<file path="src/rtl/fetch_unit.sv">
// Instruction fetch stage: owns the PC, handshakes with instruction memory and feeds the IF/ID latch.
// Optional branch target buffer is compiled in when the BTB_EN macro is defined.
module fetch_unit #(
    parameter logic [31:0] RESET_PC  = 32'hBFC00000,
    parameter int          BTB_IDX_W = 4
) (
    input  logic        CLK,
    input  logic        RESET,
    input  logic        STALL,
    input  logic        Redirect_EN,
    input  logic [31:0] Redirect_PC,
    output logic        Imem_Req,
    output logic [31:0] Imem_Addr,
    input  logic        Imem_Ack,
    input  logic [31:0] Imem_Data,
    output logic [31:0] Instr1_OUT,
    output logic [31:0] Instr_PC_OUT,
    output logic [31:0] Instr_PC_Plus4,
    output logic        Instr_Valid,
    output logic        Pred_Taken,
    input  logic        Upd_EN,
    input  logic [31:0] Upd_PC,
    input  logic [31:0] Upd_Target,
    input  logic        Upd_Taken
);

    localparam logic [1:0] ST_FETCH  = 2'd0;
    localparam logic [1:0] ST_SQUASH = 2'd1;
    localparam logic [1:0] ST_HOLD   = 2'd2;

    logic [1:0]  state_r, state_nxt_s;
    logic [31:0] pc_r, pc_nxt_s;
    logic [31:0] pend_r, pend_nxt_s;
    logic [31:0] hold_data_r, hold_npc_r;
    logic        hold_pred_r;
    logic        hold_load_s;
    logic        deliver_s;
    logic [31:0] dlv_data_s, dlv_npc_s;
    logic        dlv_pred_s;
    logic [31:0] npc_s;
    logic        pred_s;

    // The request is only withdrawn while a stalled response is parked in HOLD.
    assign Imem_Req  = (state_r != ST_HOLD);
    assign Imem_Addr = pc_r;

`ifdef BTB_EN
    localparam int BTB_N = 1 << BTB_IDX_W;
    localparam int TAG_W = 32 - BTB_IDX_W - 2;

    logic [BTB_N-1:0]     btb_valid_r;
    logic [TAG_W-1:0]     btb_tag_r [BTB_N];
    logic [31:0]          btb_tgt_r [BTB_N];
    logic [1:0]           btb_ctr_r [BTB_N];
    logic [BTB_IDX_W-1:0] lk_idx_s, up_idx_s;
    logic                 up_hit_s;

    assign lk_idx_s = pc_r[BTB_IDX_W+1:2];
    assign up_idx_s = Upd_PC[BTB_IDX_W+1:2];
    assign up_hit_s = btb_valid_r[up_idx_s] && (btb_tag_r[up_idx_s] == Upd_PC[31:BTB_IDX_W+2]);

    // Next-PC prediction from the current PC.
    always_comb begin
        pred_s = 1'b0;
        npc_s  = pc_r + 32'd4;
        if (btb_valid_r[lk_idx_s] && (btb_tag_r[lk_idx_s] == pc_r[31:BTB_IDX_W+2])
            && btb_ctr_r[lk_idx_s][1]) begin
            pred_s = 1'b1;
            npc_s  = btb_tgt_r[lk_idx_s];
        end else begin
            pred_s = 1'b0;
            npc_s  = pc_r + 32'd4;
        end
    end

    // BTB training from resolved branches; writes land after the edge so same-cycle lookups see old data.
    always_ff @(posedge CLK or negedge RESET) begin
        if (!RESET) begin
            btb_valid_r <= '0;
            for (int i = 0; i < BTB_N; i++) begin
                btb_tag_r[i] <= '0;
                btb_tgt_r[i] <= 32'd0;
                btb_ctr_r[i] <= 2'b01;
            end
        end else if (Upd_EN) begin
            if (up_hit_s) begin
                if (Upd_Taken) begin
                    btb_ctr_r[up_idx_s] <= (btb_ctr_r[up_idx_s] == 2'b11) ? 2'b11 : btb_ctr_r[up_idx_s] + 2'd1;
                    btb_tgt_r[up_idx_s] <= Upd_Target;
                end else begin
                    btb_ctr_r[up_idx_s] <= (btb_ctr_r[up_idx_s] == 2'b00) ? 2'b00 : btb_ctr_r[up_idx_s] - 2'd1;
                end
            end else if (Upd_Taken) begin
                btb_valid_r[up_idx_s] <= 1'b1;
                btb_tag_r[up_idx_s]   <= Upd_PC[31:BTB_IDX_W+2];
                btb_tgt_r[up_idx_s]   <= Upd_Target;
                btb_ctr_r[up_idx_s]   <= 2'b10;
            end
        end
    end
`else
    logic upd_unused_s;
    assign upd_unused_s = ^{Upd_EN, Upd_PC, Upd_Target, Upd_Taken, 32'(BTB_IDX_W)};
    assign pred_s = 1'b0;
    assign npc_s  = pc_r + 32'd4;
`endif

    // Fetch control: redirect outranks everything, including STALL.
    always_comb begin
        state_nxt_s = state_r;
        pc_nxt_s    = pc_r;
        pend_nxt_s  = pend_r;
        hold_load_s = 1'b0;
        deliver_s   = 1'b0;
        dlv_data_s  = Imem_Data;
        dlv_npc_s   = npc_s;
        dlv_pred_s  = pred_s;
        case (state_r)
            ST_FETCH: begin
                if (Redirect_EN) begin
                    if (Imem_Ack) begin
                        pc_nxt_s = Redirect_PC;
                    end else begin
                        pend_nxt_s  = Redirect_PC;
                        state_nxt_s = ST_SQUASH;
                    end
                end else if (Imem_Ack) begin
                    if (STALL) begin
                        hold_load_s = 1'b1;
                        state_nxt_s = ST_HOLD;
                    end else begin
                        deliver_s = 1'b1;
                        pc_nxt_s  = npc_s;
                    end
                end else begin
                    state_nxt_s = ST_FETCH;
                end
            end
            ST_SQUASH: begin
                if (Imem_Ack) begin
                    pc_nxt_s    = Redirect_EN ? Redirect_PC : pend_r;
                    state_nxt_s = ST_FETCH;
                end else if (Redirect_EN) begin
                    pend_nxt_s = Redirect_PC;
                end else begin
                    state_nxt_s = ST_SQUASH;
                end
            end
            ST_HOLD: begin
                if (Redirect_EN) begin
                    pc_nxt_s    = Redirect_PC;
                    state_nxt_s = ST_FETCH;
                end else if (!STALL) begin
                    deliver_s   = 1'b1;
                    dlv_data_s  = hold_data_r;
                    dlv_npc_s   = hold_npc_r;
                    dlv_pred_s  = hold_pred_r;
                    pc_nxt_s    = hold_npc_r;
                    state_nxt_s = ST_FETCH;
                end else begin
                    state_nxt_s = ST_HOLD;
                end
            end
            default: begin
                state_nxt_s = ST_FETCH;
                pc_nxt_s    = RESET_PC;
            end
        endcase
    end

    // Control state, PC, pending redirect and the parked response.
    always_ff @(posedge CLK or negedge RESET) begin
        if (!RESET) begin
            state_r     <= ST_FETCH;
            pc_r        <= RESET_PC;
            pend_r      <= 32'd0;
            hold_data_r <= 32'd0;
            hold_npc_r  <= 32'd0;
            hold_pred_r <= 1'b0;
        end else begin
            state_r <= state_nxt_s;
            pc_r    <= pc_nxt_s;
            pend_r  <= pend_nxt_s;
            if (hold_load_s) begin
                hold_data_r <= Imem_Data;
                hold_npc_r  <= npc_s;
                hold_pred_r <= pred_s;
            end
        end
    end

    // IF/ID latch: STALL freezes it, otherwise deliver or insert a bubble (PC fields keep their values).
    always_ff @(posedge CLK or negedge RESET) begin
        if (!RESET) begin
            Instr1_OUT     <= 32'd0;
            Instr_PC_OUT   <= 32'd0;
            Instr_PC_Plus4 <= 32'd0;
            Instr_Valid    <= 1'b0;
            Pred_Taken     <= 1'b0;
        end else if (!STALL) begin
            if (deliver_s) begin
                Instr1_OUT     <= dlv_data_s;
                Instr_PC_OUT   <= pc_r;
                Instr_PC_Plus4 <= dlv_npc_s;
                Instr_Valid    <= 1'b1;
                Pred_Taken     <= dlv_pred_s;
            end else begin
                Instr1_OUT  <= 32'd0;
                Instr_Valid <= 1'b0;
                Pred_Taken  <= 1'b0;
            end
        end
    end

endmodule

</file>
<file path="config.mk">
export PLATFORM = sky130hd
export DESIGN_NAME = fetch_unit
export DESIGN_NICKNAME = d
export VERILOG_FILES = /design/src/rtl/fetch_unit.sv
export SDC_FILE = /design/constraint.sdc
export NUM_CORES = 1
export LEC_CHECK = 0
export CORE_UTILIZATION = 42
export DETAILED_ROUTE_END_ITERATION = 10
export PLACE_DENSITY = 0.73
export SYNTH_ARGS = -nofsm -noshare
export SYNTH_HDL_FRONTEND = slang
export SYNTH_SLANG_ARGS = --single-unit
</file>
<file path="constraint.sdc">
create_clock -name CLK -period 2.5 [get_ports CLK]
set_input_delay 0.375 -clock CLK [delete_from_list [all_inputs] [get_ports CLK]]
set_output_delay 0.375 -clock CLK [all_outputs]
set_load 0.02 [all_outputs]
</file>
* Word-level counts from Yosys, hierarchy flattened
Cells that the tools add are included.
Storage, ports and cells: register bits after elaboration 227, output and inout bits 131
Operators by class: $add $sub $neg 1, eq/ne operators 13, mux-type cells 37, bitwise operators 1, reduce and logical (&&, ||, !) cells 6
Operators with widths (count):
- $mux 32 | 16
- $pmux 32 s3 | 1
- $pmux 32 s2 | 1
- $add 32x3->32 const B | 1
- $mux 2 | 8
- $ne 3x3->1 const B | 5
- $ne 2x2->1 const B | 6
- $mux 1 | 9
- $reduce_and 4->1 | 2
- $pmux 2 s3 | 1
- $reduce_and 3->1 | 1
- $eq 2x1->1 const B | 1
- $eq 2x2->1 const B | 1
- $logic_not 2->1 | 1
- $pmux 1 s2 | 1
- $reduce_and 2->1 | 1
- $reduce_bool 2->1 | 1
- $not 1->1 | 1

* Longest topological paths before layout
Gate-level depths: netlist of run 1.
depth in word-level cells 5, depth in mapped cells 9, gate-level depth less buffers 6

* Worst setup path after synthesis of run 1
No wires, ideal clock.
kind register to register, start point register pc_r[2], in the netlist Imem_Addr[2], end point register Instr_PC_Plus4[14], arrival 1.990 ns, data required time 2.369 ns, setup slack 0.378 ns, cell stages (with the launch flop) 7, path buffers 0, cell sequence dfrtp_1 > ha_1 > inv_1 > nor4_4 > nand3_2 > and4_1 > or3_1
On the way: word-level cells in the longest chain between the ends 3
RTL lines:
- start, declared | line 32 | logic [31:0] pc_r, pc_nxt_s;
- start signal, assigned | line 182 | pc_r <= pc_nxt_s;
- $add 32x3->32 (*) | line 105 | assign npc_s = pc_r + 32'd4;
- $mux 32 | line 150 | if (Redirect_EN) begin
- $mux 32 (*) | line 118 | case (state_r)
- end signal, assigned | line 204 | Instr_PC_Plus4 <= dlv_npc_s;
- end, declared | line 18 | output logic [31:0] Instr_PC_Plus4,
Every way passes the cells marked *; elsewhere a longest branch is shown, timed or not. A chain may end at the register's enable or synchronous reset.

* Worst setup path in the final report of run 1
start point register state_r[1], end point output port Imem_Req
On the way: word-level cells in the longest chain between the ends 1
RTL lines:
- start, declared | line 31 | logic [1:0] state_r, state_nxt_s;
- start signal, assigned | line 181 | state_r <= state_nxt_s;
- $ne 2x2->1 | line 44 | assign Imem_Req = (state_r != ST_HOLD);
- end, declared | line 12 | output logic Imem_Req,
Every way passes these cells.

==> results of run 1 <==
[what timing repair did]
action,CTS,global route
resized for setup,0,0
hold endpoints to repair,53,0
hold buffers,1,0
[final cells by class]
class	instances	area share
clock buffers	37	0.0515
clock inverters	7	0.00617
inverters	11	0.00287
multi-input cells	821	0.330
flip-flops and latches	227	0.395
well taps	330	0.0287
repair buffers	269	0.186
[synth_stat cells (7+ instances only)]
| master | n |
|---|---|
| and3_1 | 19 |
| a211oi_1 | 8 |
| o21ai_0 | 105 |
| clkbuf_1 | 54 |
| nor2_1 | 44 |
| mux2i_1 | 39 |
| nor4_1 | 7 |
| buf_2 | 30 |
| a22oi_1 | 30 |
| nand4_1 | 7 |
| xnor2_1 | 23 |
| nand3_1 | 27 |
| dfstp_2 | 9 |
| mux2_2 | 33 |
| o2bb2ai_1 | 7 |
| inv_1 | 11 |
| o22ai_1 | 10 |
| a21oi_1 | 38 |
| a31oi_1 | 8 |
| nor3_1 | 8 |
| o21ai_1 | 18 |
| dfrtp_1 | 218 |
| nand2_1 | 306 |
| buf_1 | 8 |
[worst reg2reg max path: cells and delay by family (launching register included)]
kind / cells / cell delay, ps
DFF: 1 / 610
xor gates and xnor gates: 1 / 240
AOI/OAI and AO/OA: 1 / 130
and+or+nand+nor: 3 / 1100
[placed cells by master, fill, tap and decap left out, types with 6 or more instances in the layout]
cell and n:
a31oi_1 8, nand4_1 7, buf_12 13, nor3_2 6, nand2_1 306, a21oi_1 38
nor4_1 6, dfrtp_1 218, o21ai_1 18, nor2_1 43, dfstp_2 9, clkbuf_16 25
and3_1 19, o22ai_1 10, and2_1 6, clkdlybuf4s50_1 195, nand3_1 26, a211oi_1 8
mux2i_1 39, inv_1 11, clkbuf_8 7, o21ai_0 105, xnor2_1 23, mux2_2 33
buf_4 57, a221oi_1 6, o2bb2ai_1 7, nor3_1 8, a22oi_1 30
[sequential cells by signal (all words and copies together), names as in the netlist]
name / count
hold_npc_r: 32
Instr1_OUT: 32
pend_r: 32
Instr_Valid: 1
state_r: 2
Instr_PC_OUT: 32
Imem_Addr: 32
hold_data_r: 32
Instr_PC_Plus4: 32
[through the flow]
step | cell area, µm² | hold slack (ps) | total power [mW] | std cells | utilization
after detailed placement | 13600 | 356 | 8.36 | 1657 | 0.537
final | 14400 | 240 | 12.1 | 1702 | 0.570
after global placement | 13600 | 356 | 8.26 | 1657 | 0.537
after global routing | 14400 | 268 | 12.6 | 1702 | 0.570
after CTS | 14400 | 230 | 12.1 | 1702 | 0.570
after floorplan | 10900 | 79.4 | 6.66 | 1154 | -
[layer usage]
metal  global-route usage  share of wire  vias up
met3               0.0502          0.077       64
met4               0.0973          0.032        0
met5                    0              0        -
met2                0.373           0.45      389
li1                     -              -     4387
met1                0.351           0.44     4660
[cell families (layout without fill, tap and decap cells)]
group | count (synthesis) | after routing | synth area share
flops | 227 | 227 | 0.524
xor+xnor | 26 | 26 | 0.0210
buf+inv | 106 | 324 | 0.0412
fa+ha+maj | 1 | 1 | 0.00115
compound gates | 260 | 260 | 0.145
other cells | 1 | 1 | 0.000345
mux | 72 | 72 | 0.0702
simple gates | 461 | 461 | 0.196
[power breakdown]
| group | total [mW] | internal [mW] | leakage, nW | switching (mW) |
|---|---|---|---|---|
| Clock | 3.73 | 2.24 | 0.413 | 1.49 |
| Sequential | 5.05 | 4.46 | 2.86 | 0.594 |
| Combinational | 3.27 | 1.50 | 3.26 | 1.77 |
| Total | 12.1 | 8.20 | 6.54 | 3.85 |
[worst min-delay path by stage]
stage                      from                       endpoint  slack, ps  cells past startpoint
after detailed placement  RESET  Instr_PC_Plus4[5]$_DFFE_PN0P_        360                      1
after global placement    RESET  Instr_PC_Plus4[5]$_DFFE_PN0P_        360                      1
final                     STALL      Instr1_OUT[0]$_DFFE_PN0N_        240                      3
after CTS                 STALL      Instr1_OUT[0]$_DFFE_PN0N_        230                      3
after floorplan           RESET       Imem_Addr[0]$_DFFE_PN0P_         80                      0
after global routing      STALL      Instr1_OUT[0]$_DFFE_PN0N_        270                      3
==> metrics.txt, run 1 <==
CTS Buf Count=24; top cell type's share of synthesized area=0.503; CTS root buf=clkbuf_16; Hold Fails Final Rpt=0; synth warn=0; type of origin of the critical path=flip-flop; Final setup viols=0; Layout fillers=2174; clk buf depth=3; Worst Hold Class=in -> reg; worst setup margin=201 ps; largest net degree at the start of global routing=65; unrepaired setup endpoints after global routing=no; synthesized area=10900 µm²; Max Transition Viols Final=0; status=finished, final reports clean; Synth Area per Inst=9.41 µm²; WL final=32900 µm; Layout area overhead=32.6%; vias in the first global route=9131; crit-path cells=nor2b_2 > inv_1 > clkdlybuf4s50_1; CTS Sinks=227; clk slew on worst S/H paths=60 ps; drt first pass iters=5; crit path max-delay cell type=clkdlybuf4s50_1; Worst Reg2Reg Path Length in Cells=5; initial antenna violation count=0; R2R setup slack=290 ps; first-pass GRT wire length=51400 µm; pre-CTS setup slack=185 ps; post-synthesis sequential area ratio=0.524; Fmax achieved=0.435 GHz; Cells after Synth=1154; Rows=58; WP data required=2120 ps; Top FF cell, synth=dfrtp_1; crit path capture=Imem_Req; Worst IR Drop VDD=0.581 mV; crit path kind=reg -> out; Top-Level Pins=266; Top Family by Delay on Critical Path=buffers and inverters; via count=9500; die height=163 µm; Worst-Margin Slew=582 ps; detailed-route wire length per cell=19.3 µm; slew margin rel.=0.609; Initial Util=0.430; # nets final=1490; DPL Wire Length=22800 µm; Post-CTS Repair Setup Buffers=0; worst-path maximum fanout=6; Remaining DRCs=0; Post-synth EDFFs=0; Reg2Reg Launch Point=Imem_Addr[4]$_DFFE_PN0P_; vias per cell=5.58; Arr. time, crit path=1920 ps; minimum clock period=2300 ps; synth top area cells=dfrtp_1 50%, nand2_1 11%, o21ai_0 4.8%; CP Depth=3; synthesized net count=1290; Die X=163 µm; #FFs+latches synth=227; Total GRT Usage=0.248; CP startpoint=state_r[1]$_DFFE_PN0P_; DR iter-0 viols=867; DIE AREA=26500 µm²; asr flop ratio synth=1.00; Max Cap Viol=0; multi-input logic area=4750 µm²; Worst Clk Skew=9.14 ps; Ant. Diodes=0; total core area=25300 µm²; Synth area leader=dfrtp_1; Post-DRT Antenna Nets=0; fin crit share=0.920; CTS tree=done; Placer Congestion=0.959; H-tree lvl count=1; CP max stage delay=630 ps; CP endpoint kind=output pin; r2r endpoint=Instr_PC_Plus4[31]$_DFFE_PN0P_; gr ovfl total=0; Pleak=6.54 nW; IO buf count=198; FF/Latch Area=5690 µm²; CP bufs+invs=2; share of layout cells above drive strength 1=0.131; PD cells=837 nW/µm²; setup_tns=0 ps; Yosys cell types=59; Skew-Pair Late Insertion Delay=520 ps
Power figures use the tool's default switching activity.
==> inputs of run 2 (changes only) <==
ABC_AREA = 1   (was default)
CTS_CLUSTER_SIZE = 24   (was default)
==> run 2 against run 1 <==
- cell count up 16%
- maximum frequency up 3.8%
- routed wire length up 2.0%
- synthesized cell count up 25%
- total power up 5.1%
- critical path type is now reg -> reg
- largest cell class unchanged
==> metrics.txt, run 2 <==
worst-path maximum fanout=5 (was 6); Top-Level Pins=266 (unchanged); unrepaired setup endpoints after global routing=no (unchanged); Synth area leader=dfrtp_1 (unchanged); Initial Util=0.431 (was 0.430); type of origin of the critical path=flip-flop (unchanged); asr flop ratio synth=1.00 (unchanged); mux cell area share after synthesis=0 (was 0.0702); Rows=58 (unchanged); H-tree lvl count=1 (unchanged); largest net degree at the start of global routing=76 (was 65); Placer Congestion=0.938 (was 0.959); fin crit share=0.886 (was 0.920); CP Depth=11 (was 3); most frequent cells in the layout=546 x nand2_1, 218 x dfrtp_1, 197 x clkdlybuf4s50_1 (was 306 x nand2_1, 218 x dfrtp_1, 195 x clkdlybuf4s50_1); crit path max-delay cell type=dfrtp_1 (was clkdlybuf4s50_1); Worst Hold Class=in -> async (was in -> reg); CP bufs+invs=2 (unchanged); R2R setup slack=290 ps (about the same); combinational power share=0.288 (was 0.271); Hold Fails Final Rpt=0 (unchanged); # nets final=1758 (was 1490); clk buf depth=3 (unchanged); Worst Reg2Reg Path Length in Cells=11 (was 5); vias per cell=5.33 (was 5.58); Worst Clk Skew=17.3 ps (was 9.14 ps); total core area=25400 µm² (was 25300 µm²); CTS root buf=clkbuf_16 (unchanged); IO buf count=198 (unchanged); xor/xnor share of the synthesized area=0.00880 (was 0.0210); Cells after Synth=1438 (was 1154); Post-CTS Repair Setup Buffers=0 (unchanged); Worst-Margin Slew=624 ps (was 582 ps); commonest non-fill, non-tap cell in the layout=nand2_1 (unchanged); Yosys cell types=36 (was 59); multi-input logic area=4590 µm² (was 4750 µm²); DIE AREA=26700 µm² (was 26500 µm²); Ant. Diodes=0 (unchanged); Fmax achieved=0.452 GHz (was 0.435 GHz); setup_tns=0 ps (unchanged); die height=163 µm (about the same); slew margin rel.=0.583 (was 0.609); most frequent cell after synthesis=nand2_1 (unchanged); Top Family by Delay on Critical Path=simple AND/OR/NAND/NOR gates (was buffers and inverters); CP endpoint kind=flip-flop (was output pin); Post-DRT Antenna Nets=0 (unchanged); Crit path top cell by count=nand2_1; Hold Buf Count CTS=1 (unchanged); top cell type's share of synthesized area=0.498 (was 0.503); Pint=8.40 mW (was 8.20 mW); Arr. time, crit path=2640 ps (was 1920 ps); synthesized area=11000 µm² (was 10900 µm²); Synth Area per Inst=7.62 µm² (was 9.41 µm²); CTS Buf Count=25 (was 24); Layout area overhead=30.8% (was 32.6%); Final setup viols=0 (unchanged); Post-synth top cells=547 x nand2_1, 218 x dfrtp_1, 143 x o21ai_0 (was 306 x nand2_1, 218 x dfrtp_1, 105 x o21ai_0); FF/Latch Area=5690 µm² (unchanged); Die X=163 µm (about the same); minimum clock period=2210 ps (was 2300 ps); WP data required=2930 ps (was 2120 ps); Remaining DRCs=0 (unchanged); #FFs+latches synth=227 (unchanged); pre-CTS setup slack=218 ps (was 185 ps); Max Cap Viol=0 (unchanged); Reg2Reg Launch Point=Imem_Addr[2]$_DFFE_PN0P_ (was Imem_Addr[4]$_DFFE_PN0P_); largest family of logic cells by synthesized area=simple AND/OR/NAND/NOR gates (unchanged); crit path capture=Imem_Addr[24]$_DFFE_PN1P_ (was Imem_Req); CP max stage delay=440 ps (was 630 ps); via count=10507 (was 9500); Post-synth EDFFs=0 (unchanged); Pleak=6.82 nW (was 6.54 nW); Max Transition Viols Final=0 (unchanged); clk slew on worst S/H paths=60 ps (about the same); CP startpoint=Imem_Addr[2]$_DFFE_PN0P_ (was state_r[1]$_DFFE_PN0P_); Layout fillers=2336 (was 2174); r2r endpoint=Imem_Addr[24]$_DFFE_PN1P_ (was Instr_PC_Plus4[31]$_DFFE_PN0P_); detailed-route wire length per cell=17.0 µm (was 19.3 µm); post-synthesis compound-gate area fraction=0.150 (was 0.145); post_cts resized=0 (unchanged); share of layout cells above drive strength 1=0.0652 (was 0.131); drt first pass iters=6 (was 5); Total Power=12.7 mW (was 12.1 mW); DR iter-0 viols=983 (was 867); Skew-Pair Late Insertion Delay=530 ps (was 520 ps); WL final=33500 µm (was 32900 µm); switching portion of total power=0.336 (was 0.320); Total GRT Usage=0.254 (was 0.248); gr ovfl total=0 (unchanged); DPL Wire Length=23000 µm (was 22800 µm); Top FF cell, synth=dfrtp_1 (unchanged); Post-Synth Adder-Cell Area=0.00114 (was 0.00115); first-pass GRT wire length=53300 µm (was 51400 µm); CTS tree=done (unchanged); Seq pwr share=0.411 (was 0.419); clock power share=0.301 (was 0.310); crit-path cells=ha_1 > nand2_1 > nor2_1 > nand2_1 > nor2_1 > buf_4 > nand3_1 > nand2_1 > buf_4 > nand2_1 > a21boi_1 (was nor2b_2 > inv_1 > clkdlybuf4s50_1); initial antenna violation count=1 (was 0); synth warn=0 (unchanged); crit path kind=reg -> reg (was reg -> out); CTS Sinks=227 (unchanged); synthesized net count=1574 (was 1290); status=finished, final reports clean (unchanged); P_sw=4.26 mW (was 3.85 mW); PD cells=884 nW/µm² (was 837 nW/µm²); vias in the first global route=9939 (was 9131); post-synthesis sequential area ratio=0.520 (was 0.524); worst setup margin=285 ps (was 201 ps); Worst IR Drop VDD=0.531 mV (was 0.581 mV); Synth Area in Simple Gates=0.255 (was 0.196); synth top area cells=dfrtp_1 50%, nand2_1 19%, o21ai_0 6.5% (was dfrtp_1 50%, nand2_1 11%, o21ai_0 4.8%)
==> run 2: final cells by class <==
class / count / area share
Multi-Input combinational cell: 1034 / 0.320
Timing Repair Buffer: 240 / 0.170
Sequential cell: 227 / 0.397
Clock inverter: 12 / 0.0107
Inverter: 94 / 0.0246
Clock buffer: 34 / 0.0488
Tap cell: 330 / 0.0288
==> run 2: how the worst min path moves through the flow <==
stage / startpoint / endpoint / slack [ps] / cells past startpoint
detailed placement: RESET / Instr1_OUT[13]$_DFFE_PN0N_ / 380 / 1
finish: RESET / hold_data_r[10]$_DFFE_PN0P_ / 400 / 2
floorplan: RESET / Imem_Addr[0]$_DFFE_PN0P_ / 80 / 0
global route: Imem_Data[16] / hold_data_r[16]$_DFFE_PN0P_ / 440 / 3
global placement: RESET / hold_data_r[13]$_DFFE_PN0P_ / 380 / 1
CTS: RESET / Instr1_OUT[19]$_DFFE_PN0N_ / 410 / 2
==> run 2: through the flow <==
step | hold slack [ps] | util | std cells | instance area, µm²
3_3_place_gp | 378 | 0.530 | 1924 | 13500
3_5_place_dp | 381 | 0.530 | 1924 | 13500
5_1_grt | 437 | 0.564 | 1971 | 14300
6_report | 405 | 0.564 | 1971 | 14300
2_1_floorplan | 79.4 | - | 1438 | 11000
4_1_cts | 411 | 0.564 | 1971 | 14300
==> run 2: worst register-to-register path: cells and delay by family (launching register included) <==
| kind | cells | cell delay [ps] |
|---|---|---|
| buffers and inverters | 2 | 280 |
| adders and majority gates | 1 | 200 |
| and+or+nand+nor | 7 | 980 |
| DFF | 1 | 440 |
| AOI/OAI and AO/OA | 1 | 200 |
==> run 2: metal layers <==
| layer | global-route usage | routed length, µm |
|---|---|---|
| met1 | 0.364 | 14600 |
| met2 | 0.396 | 15300 |
| met3 | 0.0328 | 2790 |
| met4 | 0.0846 | 871 |
| met5 | 0 | 18 |
==> run 2: logic make-up (layout without fill, tap and decap cells) <==
group | Yosys count | count (layout)
AND/OR/NAND/NOR | 719 | 719
AO/OA/AOI/OAI | 302 | 302
flip-flops | 227 | 227
buffers and inverters | 177 | 380
XOR/XNOR | 11 | 11
adder cells (fa/ha/maj) | 1 | 1
other | 1 | 1
==> run 2: power by group through the flow <==
stage	combinational, mW	clock, mW	sequential, mW
final	3.65	3.81	5.20
after global routing	3.99	4.04	5.30
after CTS	3.66	3.89	5.19
after detailed placement	3.64	0	5.24
after global placement	3.57	0	5.21
after floorplan	1.38	0	5.66
==> inputs of run 3 (changes only) <==
clock period = 2.1 ns   (was 2.5 ns; I/O delays follow)
==> run 3 against run 2 <==
- total power is 21% higher
- setup slack got worse by 240 ps
- routed wire length is 0.80% higher
- sequential share of layout area decreased by 1.1 points
- hold slack got worse by 74 ps
- cell count grew 1.8%
- register-to-register slack lost 95 ps
- non-clock buffer count rose by 35
- first-iteration DRC count up 6.7%
- die area unchanged
- via count grew 0.82%
==> metrics.txt, run 3 (same netlist as run 2, synthesis figures left out) <==
status=finished, final reports clean (unchanged); fin util=0.580 (was 0.564); largest net degree at the start of global routing=71 (was 76); gr ovfl total=0 (unchanged); non-filler cells, final=2006 (was 1971); Top Family by Delay on Critical Path=buffers and inverters (was simple AND/OR/NAND/NOR gates); CTS root buf=clkbuf_16 (unchanged); via count=10593 (was 10507); Hold Fails Final Rpt=0 (unchanged); Post-CTS Repair Setup Buffers=0 (unchanged); Worst IR Drop VDD=0.782 mV (was 0.531 mV); vias in the first global route=10030 (was 9939); Final setup viols=0 (unchanged); total core area=25400 µm² (unchanged); unrepaired setup endpoints after global routing=no (unchanged); CP endpoint kind=output pin (was flip-flop); most frequent cells in the layout=545 x nand2_1, 216 x dfrtp_1, 194 x clkdlybuf4s50_1 (was 546 x nand2_1, 218 x dfrtp_1, 197 x clkdlybuf4s50_1); detailed-route wire length per cell=16.8 µm (was 17.0 µm); Arr. time, crit path=1740 ps (was 2640 ps); Worst Hold Class=in -> async (unchanged); Worst Reg2Reg Path Length in Cells=10 (was 11); first-pass GRT wire length=53600 µm (was 53300 µm); CTS tree=done (unchanged); CTS Buf Count=26 (was 25); DPL Wire Length=23600 µm (was 23000 µm); initial antenna violation count=1 (unchanged); type of origin of the critical path=flip-flop (unchanged); fin crit share=0.979; clk slew on worst S/H paths=60 ps (about the same); Max Cap Viol=0 (unchanged); H-tree lvl count=1 (unchanged); Rows=58 (unchanged); Pleak=7.05 nW (was 6.82 nW); slew margin rel.=0.585 (was 0.583); dpl cell area=13800 µm² (was 13500 µm²); FF/Latch Area=5690 µm² (about the same); Layout fillers=2250 (was 2336); Placer Congestion=0.906 (was 0.938); placed insts=1959 (was 1924); PD cells=1040 nW/µm² (was 884 nW/µm²); share of layout cells above drive strength 1=0.0877 (was 0.0652); crit path max-delay cell type=clkdlybuf4s50_1 (was dfrtp_1); Max Transition Viols Final=0 (unchanged); Remaining DRCs=0 (unchanged); Worst Clk Skew=13.1 ps (was 17.3 ps); DIE AREA=26700 µm² (unchanged); DR iter-0 viols=1049 (was 983); WP data required=1780 ps (was 2930 ps); fin area=14700 µm² (was 14300 µm²); minimum clock period=2060 ps; commonest non-fill, non-tap cell in the layout=nand2_1 (unchanged); Initial Util=0.431 (unchanged); CP bufs+invs=1 (was 2); setup_tns=0 ps (unchanged); Total Power=15.3 mW (was 12.7 mW); IO buf count=198 (unchanged); crit path kind=reg -> out (was reg -> reg); Top-Level Pins=266 (unchanged); drt first pass iters=6 (unchanged); vias per cell=5.28 (was 5.33); multi-input logic area=4610 µm² (was 4590 µm²); WL final=33800 µm (was 33500 µm); Total GRT Usage=0.256 (was 0.254); R2R setup slack=190 ps (was 290 ps); Worst-Margin Slew=623 ps (was 624 ps); CTS Sinks=227 (unchanged); CP Depth=1 (was 11); Ant. Diodes=0 (unchanged); worst-path maximum fanout=5 (unchanged); Die X=163 µm (unchanged); clk buf depth=3 (unchanged); Post-DRT Antenna Nets=0 (unchanged); # nets final=1794 (was 1758); crit-path cells=clkdlybuf4s50_1 (was ha_1 > nand2_1 > nor2_1 > nand2_1 > nor2_1 > buf_4 > nand3_1 > nand2_1 > buf_4 > nand2_1 > a21boi_1); die height=163 µm (unchanged); Skew-Pair Late Insertion Delay=530 ps (about the same); Fmax achieved=0.486 GHz; Layout area overhead=34.5% (was 30.8%); CP max stage delay=630 ps (was 440 ps)
## run 3: path summary, 6_finish.rpt
path | start | end
min reg2reg | Instr_PC_Plus4[15]$_DFFE_PN0P_ | Instr_PC_Plus4[15]$_DFFE_PN0P_
min | RESET | hold_data_r[13]$_DFFE_PN0P_
max reg2reg | Imem_Addr[2]$_DFFE_PN0P_ | Instr_PC_Plus4[19]$_DFFE_PN0P_
max in group asynchronous | RESET | Imem_Addr[24]$_DFFE_PN1P_
max | Imem_Addr[22]$_DFFE_PN1P_ | Imem_Addr[22]
min in group CLK | Imem_Data[29] | hold_data_r[29]$_DFFE_PN0P_
## run 3: timing repair
item                                   CTS  global route
setup endpoints to repair                3            26
pin swaps                                0             0
hold buffers                             1             0
resized for setup                        3            10
endpoints found under the hold margin   60             0
## run 3: metrics by stage
stage | setup slack [ps] | hold WS [ps]
2_1_floorplan | 272 | 19.4
3_3_place_gp | -108 | 306
3_5_place_dp | -158 | 303
4_1_cts | 6.81 | 341
5_1_grt | 0.622 | 371
6_report | 44.4 | 331
## run 3: area by class of cell
type / instances / area share
repair buffers: 275 / 0.189
flip-flops and latches: 227 / 0.387
inverters: 94 / 0.0240
clock inverters: 4 / 0.00493
multi-input cells: 1034 / 0.313
well taps: 330 / 0.0280
clock buffers: 42 / 0.0545
## run 3: where the power goes
part / leakage (nW) / switching, mW / internal (mW)
sequential: 2.82 / 0.709 / 5.42
combinational: 3.80 / 2.56 / 1.97
clock: 0.425 / 1.80 / 2.84
## run 3: routing by layer
| metal | vias to the layer above | share of wire | global-route usage |
|---|---|---|---|
| met3 | 64 | 0.083 | 0.0475 |
| met5 | - | 0.00033 | 0 |
| met2 | 460 | 0.46 | 0.398 |
| met1 | 4999 | 0.44 | 0.364 |
| met4 | 2 | 0.024 | 0.0694 |
| li1 | 5068 | - | - |
